<file path="src/rtl/fx2_stream_arbiter.sv">
// ---------------------------------------------------------------------------
// fx2_stream_arbiter
//
// Shares the FX2 Slave FIFO write bus (16-bit, IFCLK synchronous) between two
// stream-in sources. Source 0 writes to EP6, source 1 writes to EP8.
// Arbitration is per packet and round-robin. Every grant begins with an
// address-setup gap, so FIFOADR is stable before the first SLWR of the burst.
// Each endpoint's not-full flag is honoured.
//
// Optional feature (compile-time macro FX2_ARB_PKTEND_EN):
//   When defined, a word with s*_last set commits a short packet. The
//   arbiter first leaves one cycle with SLWR high, then pulses PKTEND low
//   for one cycle. When undefined, s*_last is ignored and fx2_pkt_end is
//   held at 1.
//
// Ports
//   fx2_ifclk     in   interface clock, all logic on the rising edge
//   reset_n       in   asynchronous active-low reset
//   s0_data/valid/last, s0_ready     source 0 stream (EP6)
//   s1_data/valid/last, s1_ready     source 1 stream (EP8)
//   fx2_flagc     in   EP6 not-full (1 = space available)
//   fx2_flagd     in   EP8 not-full (1 = space available)
//   fx2_fdata     out  FIFO data bus, 0 whenever no write is in progress
//   fx2_faddr     out  FIFO address, registered at grant time
//   fx2_slwr      out  write strobe, active low
//   fx2_slrd      out  read strobe, held at 1
//   fx2_sloe      out  output enable, held at 1
//   fx2_pkt_end   out  packet-end strobe, active low
//   grant         out  one-hot active source, 2'b00 when no source is granted
// ---------------------------------------------------------------------------
module fx2_stream_arbiter #(
    parameter int         PKT_WORDS  = 256,
    parameter logic [1:0] EP_ADDR0   = 2'b10,
    parameter logic [1:0] EP_ADDR1   = 2'b11,
    parameter int         ADDR_SETUP = 2
) (
    input  logic        fx2_ifclk,
    input  logic        reset_n,
    input  logic [15:0] s0_data,
    input  logic        s0_valid,
    input  logic        s0_last,
    output logic        s0_ready,
    input  logic [15:0] s1_data,
    input  logic        s1_valid,
    input  logic        s1_last,
    output logic        s1_ready,
    input  logic        fx2_flagc,
    input  logic        fx2_flagd,
    output logic [15:0] fx2_fdata,
    output logic [1:0]  fx2_faddr,
    output logic        fx2_slwr,
    output logic        fx2_slrd,
    output logic        fx2_sloe,
    output logic        fx2_pkt_end,
    output logic [1:0]  grant
);

    localparam int CNT_W = $clog2(PKT_WORDS + 1);
    localparam int SET_W = $clog2(ADDR_SETUP + 1);

    localparam logic [CNT_W-1:0] PKT_LAST   = CNT_W'(PKT_WORDS - 1);
    localparam logic [SET_W-1:0] SETUP_LAST = SET_W'(ADDR_SETUP - 1);

    localparam logic [1:0] ST_IDLE   = 2'd0;
    localparam logic [1:0] ST_SETUP  = 2'd1;
    localparam logic [1:0] ST_WRITE  = 2'd2;
`ifdef FX2_ARB_PKTEND_EN
    localparam logic [1:0] ST_PKTEND = 2'd3;
`endif

    logic [1:0]       state_q, state_d;
    logic [1:0]       grant_q, grant_d;
    logic [1:0]       faddr_q, faddr_d;
    logic [CNT_W-1:0] count_q, count_d;
    logic [SET_W-1:0] setup_q, setup_d;
    // Priority pointer: the source that wins when both are valid in IDLE.
    logic             ptr_q, ptr_d;
`ifdef FX2_ARB_PKTEND_EN
    // Low in the SLWR-high gap cycle, high in the PKTEND-low cycle.
    logic             pend_q, pend_d;
`endif

    logic        sel_s1;
    logic        sel_valid;
    logic        sel_flag;
    logic [15:0] sel_data;
    logic        write_en;
    logic        pick_s1;
`ifdef FX2_ARB_PKTEND_EN
    logic        sel_last;
`else
    logic        unused_last;
    assign unused_last = s0_last ^ s1_last;
`endif

    // Multiplex the granted source. A word moves only in WRITE, and only
    // when the source has data and the endpoint has room. A stall leaves
    // the grant untouched.
    always_comb begin
        sel_s1    = grant_q[1];
        sel_valid = sel_s1 ? s1_valid  : s0_valid;
        sel_flag  = sel_s1 ? fx2_flagd : fx2_flagc;
        sel_data  = sel_s1 ? s1_data   : s0_data;
`ifdef FX2_ARB_PKTEND_EN
        sel_last  = sel_s1 ? s1_last   : s0_last;
`endif
        write_en  = (state_q == ST_WRITE) && sel_valid && sel_flag;
        pick_s1   = (s0_valid && s1_valid) ? ptr_q : s1_valid;
    end

    // Next-state logic. Every grant passes through IDLE and SETUP before
    // writing. The end of a packet clears the word count, toggles the
    // pointer and drops the grant.
    always_comb begin
        state_d = state_q;
        grant_d = grant_q;
        faddr_d = faddr_q;
        count_d = count_q;
        setup_d = setup_q;
        ptr_d   = ptr_q;
`ifdef FX2_ARB_PKTEND_EN
        pend_d  = pend_q;
`endif
        case (state_q)
            ST_IDLE: begin
                if (s0_valid || s1_valid) begin
                    grant_d = pick_s1 ? 2'b10 : 2'b01;
                    faddr_d = pick_s1 ? EP_ADDR1 : EP_ADDR0;
                    setup_d = '0;
                    state_d = ST_SETUP;
                end
            end
            ST_SETUP: begin
                if (setup_q == SETUP_LAST) begin
                    state_d = ST_WRITE;
                end else begin
                    setup_d = setup_q + SET_W'(1);
                end
            end
            ST_WRITE: begin
                if (write_en) begin
                    if (count_q == PKT_LAST) begin
                        count_d = '0;
                        ptr_d   = ~ptr_q;
                        grant_d = 2'b00;
                        state_d = ST_IDLE;
`ifdef FX2_ARB_PKTEND_EN
                    end else if (sel_last) begin
                        // Short packet. A last flag on the final full-size
                        // word is handled above, because the FX2 commits
                        // that packet on its own.
                        count_d = count_q + CNT_W'(1);
                        pend_d  = 1'b0;
                        state_d = ST_PKTEND;
`endif
                    end else begin
                        count_d = count_q + CNT_W'(1);
                    end
                end
            end
`ifdef FX2_ARB_PKTEND_EN
            ST_PKTEND: begin
                if (!pend_q) begin
                    pend_d = 1'b1;
                end else begin
                    pend_d  = 1'b0;
                    count_d = '0;
                    ptr_d   = ~ptr_q;
                    grant_d = 2'b00;
                    state_d = ST_IDLE;
                end
            end
`endif
            default: begin
                state_d = ST_IDLE;
                grant_d = 2'b00;
            end
        endcase
    end

    // State registers. Reset returns everything to idle at once. A
    // partially written packet stays uncommitted inside the FX2.
    always_ff @(posedge fx2_ifclk or negedge reset_n) begin
        if (!reset_n) begin
            state_q <= ST_IDLE;
            grant_q <= 2'b00;
            faddr_q <= EP_ADDR0;
            count_q <= '0;
            setup_q <= '0;
            ptr_q   <= 1'b0;
`ifdef FX2_ARB_PKTEND_EN
            pend_q  <= 1'b0;
`endif
        end else begin
            state_q <= state_d;
            grant_q <= grant_d;
            faddr_q <= faddr_d;
            count_q <= count_d;
            setup_q <= setup_d;
            ptr_q   <= ptr_d;
`ifdef FX2_ARB_PKTEND_EN
            pend_q  <= pend_d;
`endif
        end
    end

    // Bus outputs. The data bus is forced to zero whenever SLWR is high.
    always_comb begin
        fx2_slwr  = ~write_en;
        fx2_fdata = write_en ? sel_data : 16'h0000;
        s0_ready  = write_en & grant_q[0];
        s1_ready  = write_en & grant_q[1];
        fx2_faddr = faddr_q;
        grant     = grant_q;
        fx2_slrd  = 1'b1;
        fx2_sloe  = 1'b1;
`ifdef FX2_ARB_PKTEND_EN
        fx2_pkt_end = ~((state_q == ST_PKTEND) && pend_q);
`else
        fx2_pkt_end = 1'b1;
`endif
    end

endmodule

</file>
<file path="config.mk">
export PLATFORM = sky130hd
export DESIGN_NAME = fx2_stream_arbiter
export DESIGN_NICKNAME = d
export VERILOG_FILES = /design/src/rtl/fx2_stream_arbiter.sv
export SDC_FILE = /design/constraint.sdc
export NUM_CORES = 1
export LEC_CHECK = 0
export ABC_AREA = 1
export CAP_MARGIN = 20
export CORE_MARGIN = 10
export CORE_UTILIZATION = 40
export DETAILED_ROUTE_END_ITERATION = 10
export GPL_ROUTABILITY_DRIVEN = 1
export PLACE_DENSITY_LB_ADDON = 0.15
export REMOVE_ABC_BUFFERS = 1
export SLEW_MARGIN = 40
export SYNTH_ARGS = -nofsm -noshare
export SYNTH_HDL_FRONTEND = slang
export SYNTH_SLANG_ARGS = --single-unit
export TNS_END_PERCENT = 100
</file>
<file path="constraint.sdc">
create_clock -name fx2_ifclk -period 1.8 [get_ports fx2_ifclk]
set_clock_uncertainty 0.1 [all_clocks]
set_input_delay 0.54 -clock fx2_ifclk [delete_from_list [all_inputs] [get_ports fx2_ifclk]]
set_output_delay 0.54 -clock fx2_ifclk [all_outputs]
set_load 0.02 [all_outputs]
</file>
==> out/results.ini <==
[critical_path]
critPathKind = in2out
cp-end-kind = output port
r2r_start = grant[1]$_DFFE_PN0P_
rr_worst_depth = 9
cp_data_arrival_time_ns = 1.46
r2r_setup_slack_ns = 0.12
cp_slowest_stage_delay_ns = 0.20
cp.required_ns = 1.16
crit_chain = clkdlybuf4s15_1 -> nand3_2 -> nand2_8 -> nand2_4 -> nor2_1 -> buf_4
critPathMaxFanout = 5
cp-startpoint = s1_valid
r2r_end = count_q[4]$_DFFE_PN0P_
cp_slowest_cell = clkdlybuf4s15_1
cp-start-kind = input port

[die]
die-area_sq_um = 5910
start_util_pct = 42.0
num_io_pins = 66
core_sq_um = 3080
die_w_um = 76.8
fp.dieH_um = 76.8
fp-row-count = 20

[logic_synthesis]
synth.avg_cell_area_sq_um = 7.51
synth-adder-area-share_pct = 1.94
synth_area_sq_um = 1290
synth_top_family_by_area = simple AND/OR/NAND/NOR gates
ys_types = 30
synth-seq-cells = 17
synth.area.mux_share_pct = 0
synthSimpleGateAreaFrac_pct = 36.6
ys_seq_area_share_pct = 32.9
synthXorXnorAreaFrac_pct = 3.87
yosysWarnings = 0
syn_inst = 172
synth-compound-area-share_pct = 12.8

[placed_design]
io_buffers = 59
dp_hpwl_um = 3480
postPlaceCellArea_sq_um = 1960
place_congestion = 0.763

[worst_hold_path]
hold_path.class = reg2reg
hold_end = grant[0]$_DFFE_PN0P_
worstHoldPathCells = 2
min_from = grant[0]$_DFFE_PN0P_

[status]
status = finished, violations left
violations = negative setup slack

[drt]
drt-met1-wl_um = 2120
detail-route-antenna-nets = 0
dr.max_layer_used = met4
wl_met3_um = 524
drc_errors = 0
first_pass_iters = 4
wl_met2_um = 2260
drt_iter0_markers = 82
wirelength_um = 4920
via_per_inst = 4.94
post_drt_wl_per_cell_um = 16.8
vias = 1442

[cts]
root_buffer = clkbuf_4
cts.sinks = 17
clk_latency_ns = 0.30
holdBufCountCts = 0
cts_tree = yes
clk_path_buf_depth = 2
h-tree-depth = 1
cts.reportedPaths.clkPinSlew_ns = 0.10
cts_buffers = 3

[power_and_ir_drop]
power.density_nw_per_um2 = 936
power_leakage_nw = 1.02
irDropWorstVdd_uv = 912

[layout]
antenna_cells = 0
final_area_sq_um = 2180
nets = 291
area_growth_pct = 68.4
fin_util_pct = 70.7
drive_gt1_share_pct = 31.5

[grt]
grt_pass1_wl_um = 7450
track_usage_pct = 15.2
grt_max_degree = 18
grt-ovfl-total = 0
antenna_found_initial = 0
grt_pass1_vias = 1408

[timing]
timing.fmax_ghz = 0.477
hold_violations = 0
setup_slack_ns = -0.297
fin_crit_sh_pct = 117
rsz0062_at_grt = yes
slew_viol_final = 0
setup_viol = 19
fin_crit_ns = 2.10

[job]
maxCapViolCount = 0

[cell usage after synthesis]
| cell | n | area (sq um) |
|---|---|---|
| nand2_1 | 61 | 229 |
| dfrtp_1 | 17 | 425 |
| inv_1 | 17 | 63.8 |
| a21oi_1 | 10 | 50.1 |
| nand3_1 | 9 | 45.0 |
| nor2_1 | 8 | 30.0 |
| a21oi_2 | 7 | 61.3 |
| o21ai_0 | 5 | 25.0 |
| buf_4 | 4 | 30.0 |
| nor2_4 | 4 | 45.0 |
| buf_6 | 3 | 33.8 |
| nand4_1 | 3 | 18.8 |
| clkbuf_1 | 2 | 7.51 |
| ha_1 | 2 | 25.0 |
| nand2_2 | 2 | 12.5 |
| nand3_2 | 2 | 20.0 |
| nand3_4 | 2 | 35.0 |
| xor2_1 | 2 | 17.5 |
| a31oi_1 | 1 | 6.26 |
| conb_1 | 1 | 3.75 |
| inv_4 | 1 | 6.26 |
| inv_6 | 1 | 8.76 |
| nand2_4 | 1 | 11.3 |
| nand2_8 | 1 | 20.0 |
| nor2_2 | 1 | 6.26 |
| o21ai_1 | 1 | 5.00 |
| o21bai_2 | 1 | 11.3 |
| o22ai_1 | 1 | 6.26 |
| xnor2_2 | 1 | 16.3 |
| xor2_2 | 1 | 16.3 |
[power breakdown]
part / internal (W) / total (W) / leakage, nW / switching, W
Combinational: 0.000513 / 0.00124 / 0.782 / 0.000729
Clock: 0.0000829 / 0.000210 / 0.0177 / 0.000127
Sequential: 0.000489 / 0.000584 / 0.217 / 0.0000959
Total: 0.00108 / 0.00204 / 1.02 / 0.000952
[stage by stage]
step                      std cells  total power (W)  hold slack, ns  setup TNS (ns)  setup WS (ns)
after floorplan                 166          0.00116           0.144           -7.50         -0.468
after global placement          280          0.00157           0.355          -20.83         -0.980
after detailed placement        280          0.00161           0.388          -21.67          -1.01
after CTS                       291          0.00196           0.408           -4.67         -0.260
after global routing            292          0.00219           0.426           -5.82         -0.344
final                           292          0.00204           0.404           -4.78         -0.297
[cell families (layout without fill, tap and decap cells)]
logic type / after synthesis / in the layout
AOI/OAI and AO/OA: 26 / 26
adders and majority gates: 2 / 2
and+or+nand+nor: 94 / 97
DFF: 17 / 17
buffers and inverters: 28 / 98
other: 1 / 4
xor gates and xnor gates: 4 / 4
[cell type report]
cell class              count  area [sq um]
well taps                  44          55.1
inverters                  19          78.8
flip-flops and latches     17           427
fillers                   236           901
multi-input cells         133           882
clock buffers               3          22.5
repair buffers             75           707
clock inverters             1          5.00
[layout by cell type, fill, tap and decap left out, types with 2 or more instances in the layout]
cell             synthesis  routed
nand2_1                 61      61
clkdlybuf4s50_1          0      33
buf_4                    4      23
inv_1                   17      17
dfrtp_1                 17      16
buf_6                    3      11
nand3_1                  9       9
a21oi_2                  7       8
a21oi_4                  0       8
nor2_1                   8       8
o21ai_0                  5       5
nand2_8                  1       4
nor2_4                   4       4
conb_1                   1       4
dlygate4sd2_1            0       4
nand4_1                  3       3
clkbuf_4                 0       3
nand3_4                  2       2
nand3_2                  2       2
xor2_1                   2       2
nand2_2                  2       2
ha_1                     2       2
clkdlybuf4s15_1          0       2
[layer usage]
layer	global-route usage [%]	vias up
met1	18.9	663
met2	24.2	84
li1	-	693
met5	0	-
met3	5.59	2
met4	3.35	0
[sequential cells by signal (all words and copies together), names as in the netlist]
name       flops
count_q        9
fx2_faddr      1
grant          2
ptr_q          1
setup_q        2
state_q        2
[worst max-delay path by stage]
stage                   end  slack [ns]  cells after the start
6_report           s0_ready       -0.30                      6
3_3_place_gp   fx2_fdata[6]       -0.98                      6
2_1_floorplan  fx2_fdata[0]       -0.47                      4
3_5_place_dp   fx2_fdata[3]       -1.01                      6
4_1_cts        fx2_fdata[7]       -0.26                      6
5_1_grt            s0_ready       -0.34                      6
[critical path: cells and delay by family]
family | cells | cell delay (ns)
buffers and inverters | 2 | 0.37
and+or+nand+nor | 4 | 0.54
[what timing repair did]
| item | 4_1_cts | 5_1_grt |
|---|---|---|
| buffers inserted | 4 | 1 |
| gates cloned | 3 | 0 |
| hold endpoints to repair | 0 | 0 |
| gates resized for setup | 127 | 13 |
| setup endpoints to repair | 24 | 20 |
| pin swaps | 4 | 2 |
Note: power is estimated with default switching activity, not from simulation.
==> edit: new RTL, config.mk and constraints unchanged <==
Reset style: synchronous (`reset_n`), changed in one clocked block. Comments in the files are not updated.
--- a/src/rtl/fx2_stream_arbiter.sv
+++ b/src/rtl/fx2_stream_arbiter.sv
@@ -180,7 +180,7 @@
 
     // State registers. Reset returns everything to idle at once. A
     // partially written packet stays uncommitted inside the FX2.
-    always_ff @(posedge fx2_ifclk or negedge reset_n) begin
+    always_ff @(posedge fx2_ifclk) begin
         if (!reset_n) begin
             state_q <= ST_IDLE;
             grant_q <= 2'b00;
Check against the original RTL: differs if reset_n is asserted again (counterexample within 4 cycles, from zero or initial values and one cycle with reset_n low); with reset_n held inactive, the same outputs for 10 cycles.
==> edit against the unedited design <==
Area after synthesis is 7.7% lower. Largest power group unchanged. Power is 36% lower. The run still ends with setup timing left. Setup slack better by 0.0091 ns. Sequential cell count stayed put. Final area is 2.8% higher. Sequential share of layout area is 4.1 points lower. Via count is 5.0% higher. Sequential power is 23% lower. Routed wire length is 3.8% higher.
==> edit: results (changes against the unedited design) <==
metric,value,unit,change
Setup-failing EPs final,20,,was 19
vias in the first global route,1407,,was 1408
hpwl dp,3110,um,was 3480 um
Worst-Skew Late Latency,0.30,ns,about the same
global-route wire length before repair,7000,um,was 7450 um
leading post-synthesis cells by cell area,"dfxtp_1 29%, nand2_1 18%, a21oi_1 8.8%",,"was dfrtp_1 33%, nand2_1 18%, inv_1 4.9%"
met2 Resource Use GR,27.3,%,was 24.2%
All-Layer GR Usage,15.9,%,was 15.2%
clk buf depth,2,,unchanged
CTS Hold Bufs,0,,unchanged
largest vdd supply drop,0.000691,V,was 0.000912 V
met2 wire length,2270,um,was 2260 um
Commonest cells post-synth,"58 x nand2_1, 22 x inv_1, 21 x a21oi_1",,"was 61 x nand2_1, 17 x dfrtp_1, 17 x inv_1"
gpl congestion,0.792,,was 0.763
ys flop type,dfxtp_1,,was dfrtp_1
met3 wire length,643,um,was 524 um
Leak,0.000944,uW,was 0.00102 uW
register area share after synthesis,28.5,%,was 32.9%
Crit Path Max Fanout,5,,unchanged
run status,"complete, but fails checks",,unchanged
detailed-route via count,1514,,was 1442
DRT iter0 DRCs,125,,was 82
routing usage on met1,17.7,%,was 18.9%
synth warn,0,,unchanged
Synth Area in Compound Gates,15.8,%,was 12.8%
nets,314,,was 291
fillers,173,,was 236
failing checks,setup timing,,unchanged
Synth async-reset ratio,0,%,was 100%
largest net degree at the start of global routing,19,,was 18
Critical Path Slowest Stage Cell,clkdlybuf4s15_2,,was clkdlybuf4s15_1
"delay-heaviest family, CP",buffers and inverters,,was simple AND/OR/NAND/NOR gates
area share of fa/ha/maj cells after synthesis,2.10,%,was 1.94%
layout cells sized above 1,32.5,%,was 31.5%
DRC,0,,unchanged
fraction of synthesized cell area in xor and xnor cells,0.735,%,was 3.87%
grt met3 use,6.65,%,was 5.59%
WL/cell,16.9,um,was 16.8 um
clock transition at the registers of the reported paths,0.11,ns,
overall power,1300,uW,was 2040 uW
final setup margin,-0.288,ns,was -0.297 ns
[edit: cell types whose count changed after synthesis, sizes merged, moves of 5 or more]
cell   unedited run  this run
nand2            65        60
dfxtp             0        17
nor2             13        22
o21ai             6        11
dfrtp            17         0
[edit: report_power, final]
part           internal (uW)  switching, uW
clock network           82.8            125
logic                    285            359
registers                415           34.1
[edit: worst paths after layout]
| check | endpoint | cells after the start | startpoint | slack, ns |
|---|---|---|---|---|
| worst max-delay path | fx2_fdata[13] | 7 | s1_valid | -0.29 |
| worst min-delay path | count_q[8]$_SDFFE_PN0P_ | 2 | count_q[8]$_SDFFE_PN0P_ | 0.36 |
| worst max register to register | grant[0]$_SDFFE_PN0P_ | 9 | count_q[0]$_SDFFE_PN0P_ | 0.18 |
| worst min register to register | count_q[8]$_SDFFE_PN0P_ | 2 | count_q[8]$_SDFFE_PN0P_ | 0.36 |
[edit: stage by stage]
| stage | std cells | TNS (ns) | util (%) | cell area, um^2 | setup slack (ns) |
|---|---|---|---|---|---|
| 6_report | 302 | -4.84 | 79.8 | 2240 | -0.288 |
| 5_1_grt | 302 | -5.73 | 79.8 | 2240 | -0.344 |
| 4_1_cts | 302 | -4.17 | 74.5 | 2090 | -0.260 |
| 3_5_place_dp | 288 | -27.43 | 66.1 | 1850 | -1.15 |
| 3_3_place_gp | 288 | -26.88 | 66.1 | 1850 | -1.14 |
| 2_1_floorplan | 185 | -13.28 | - | 1130 | -0.637 |
[edit: layout make-up]
type / instances / area share (%)
timing repair buffer: 80 / 36.0
clock inverter: 1 / 0.224
clock buffer: 3 / 1.01
tap: 31 / 1.73
sequential: 17 / 15.5
inverter: 23 / 4.19
multi-input combinational: 147 / 41.4
[edit: timing repair]
item                       CTS  global route
buffers inserted             8             1
pin swaps                   10             4
cloned                       2             0
setup endpoints to repair   32            29
resized for setup          162            30
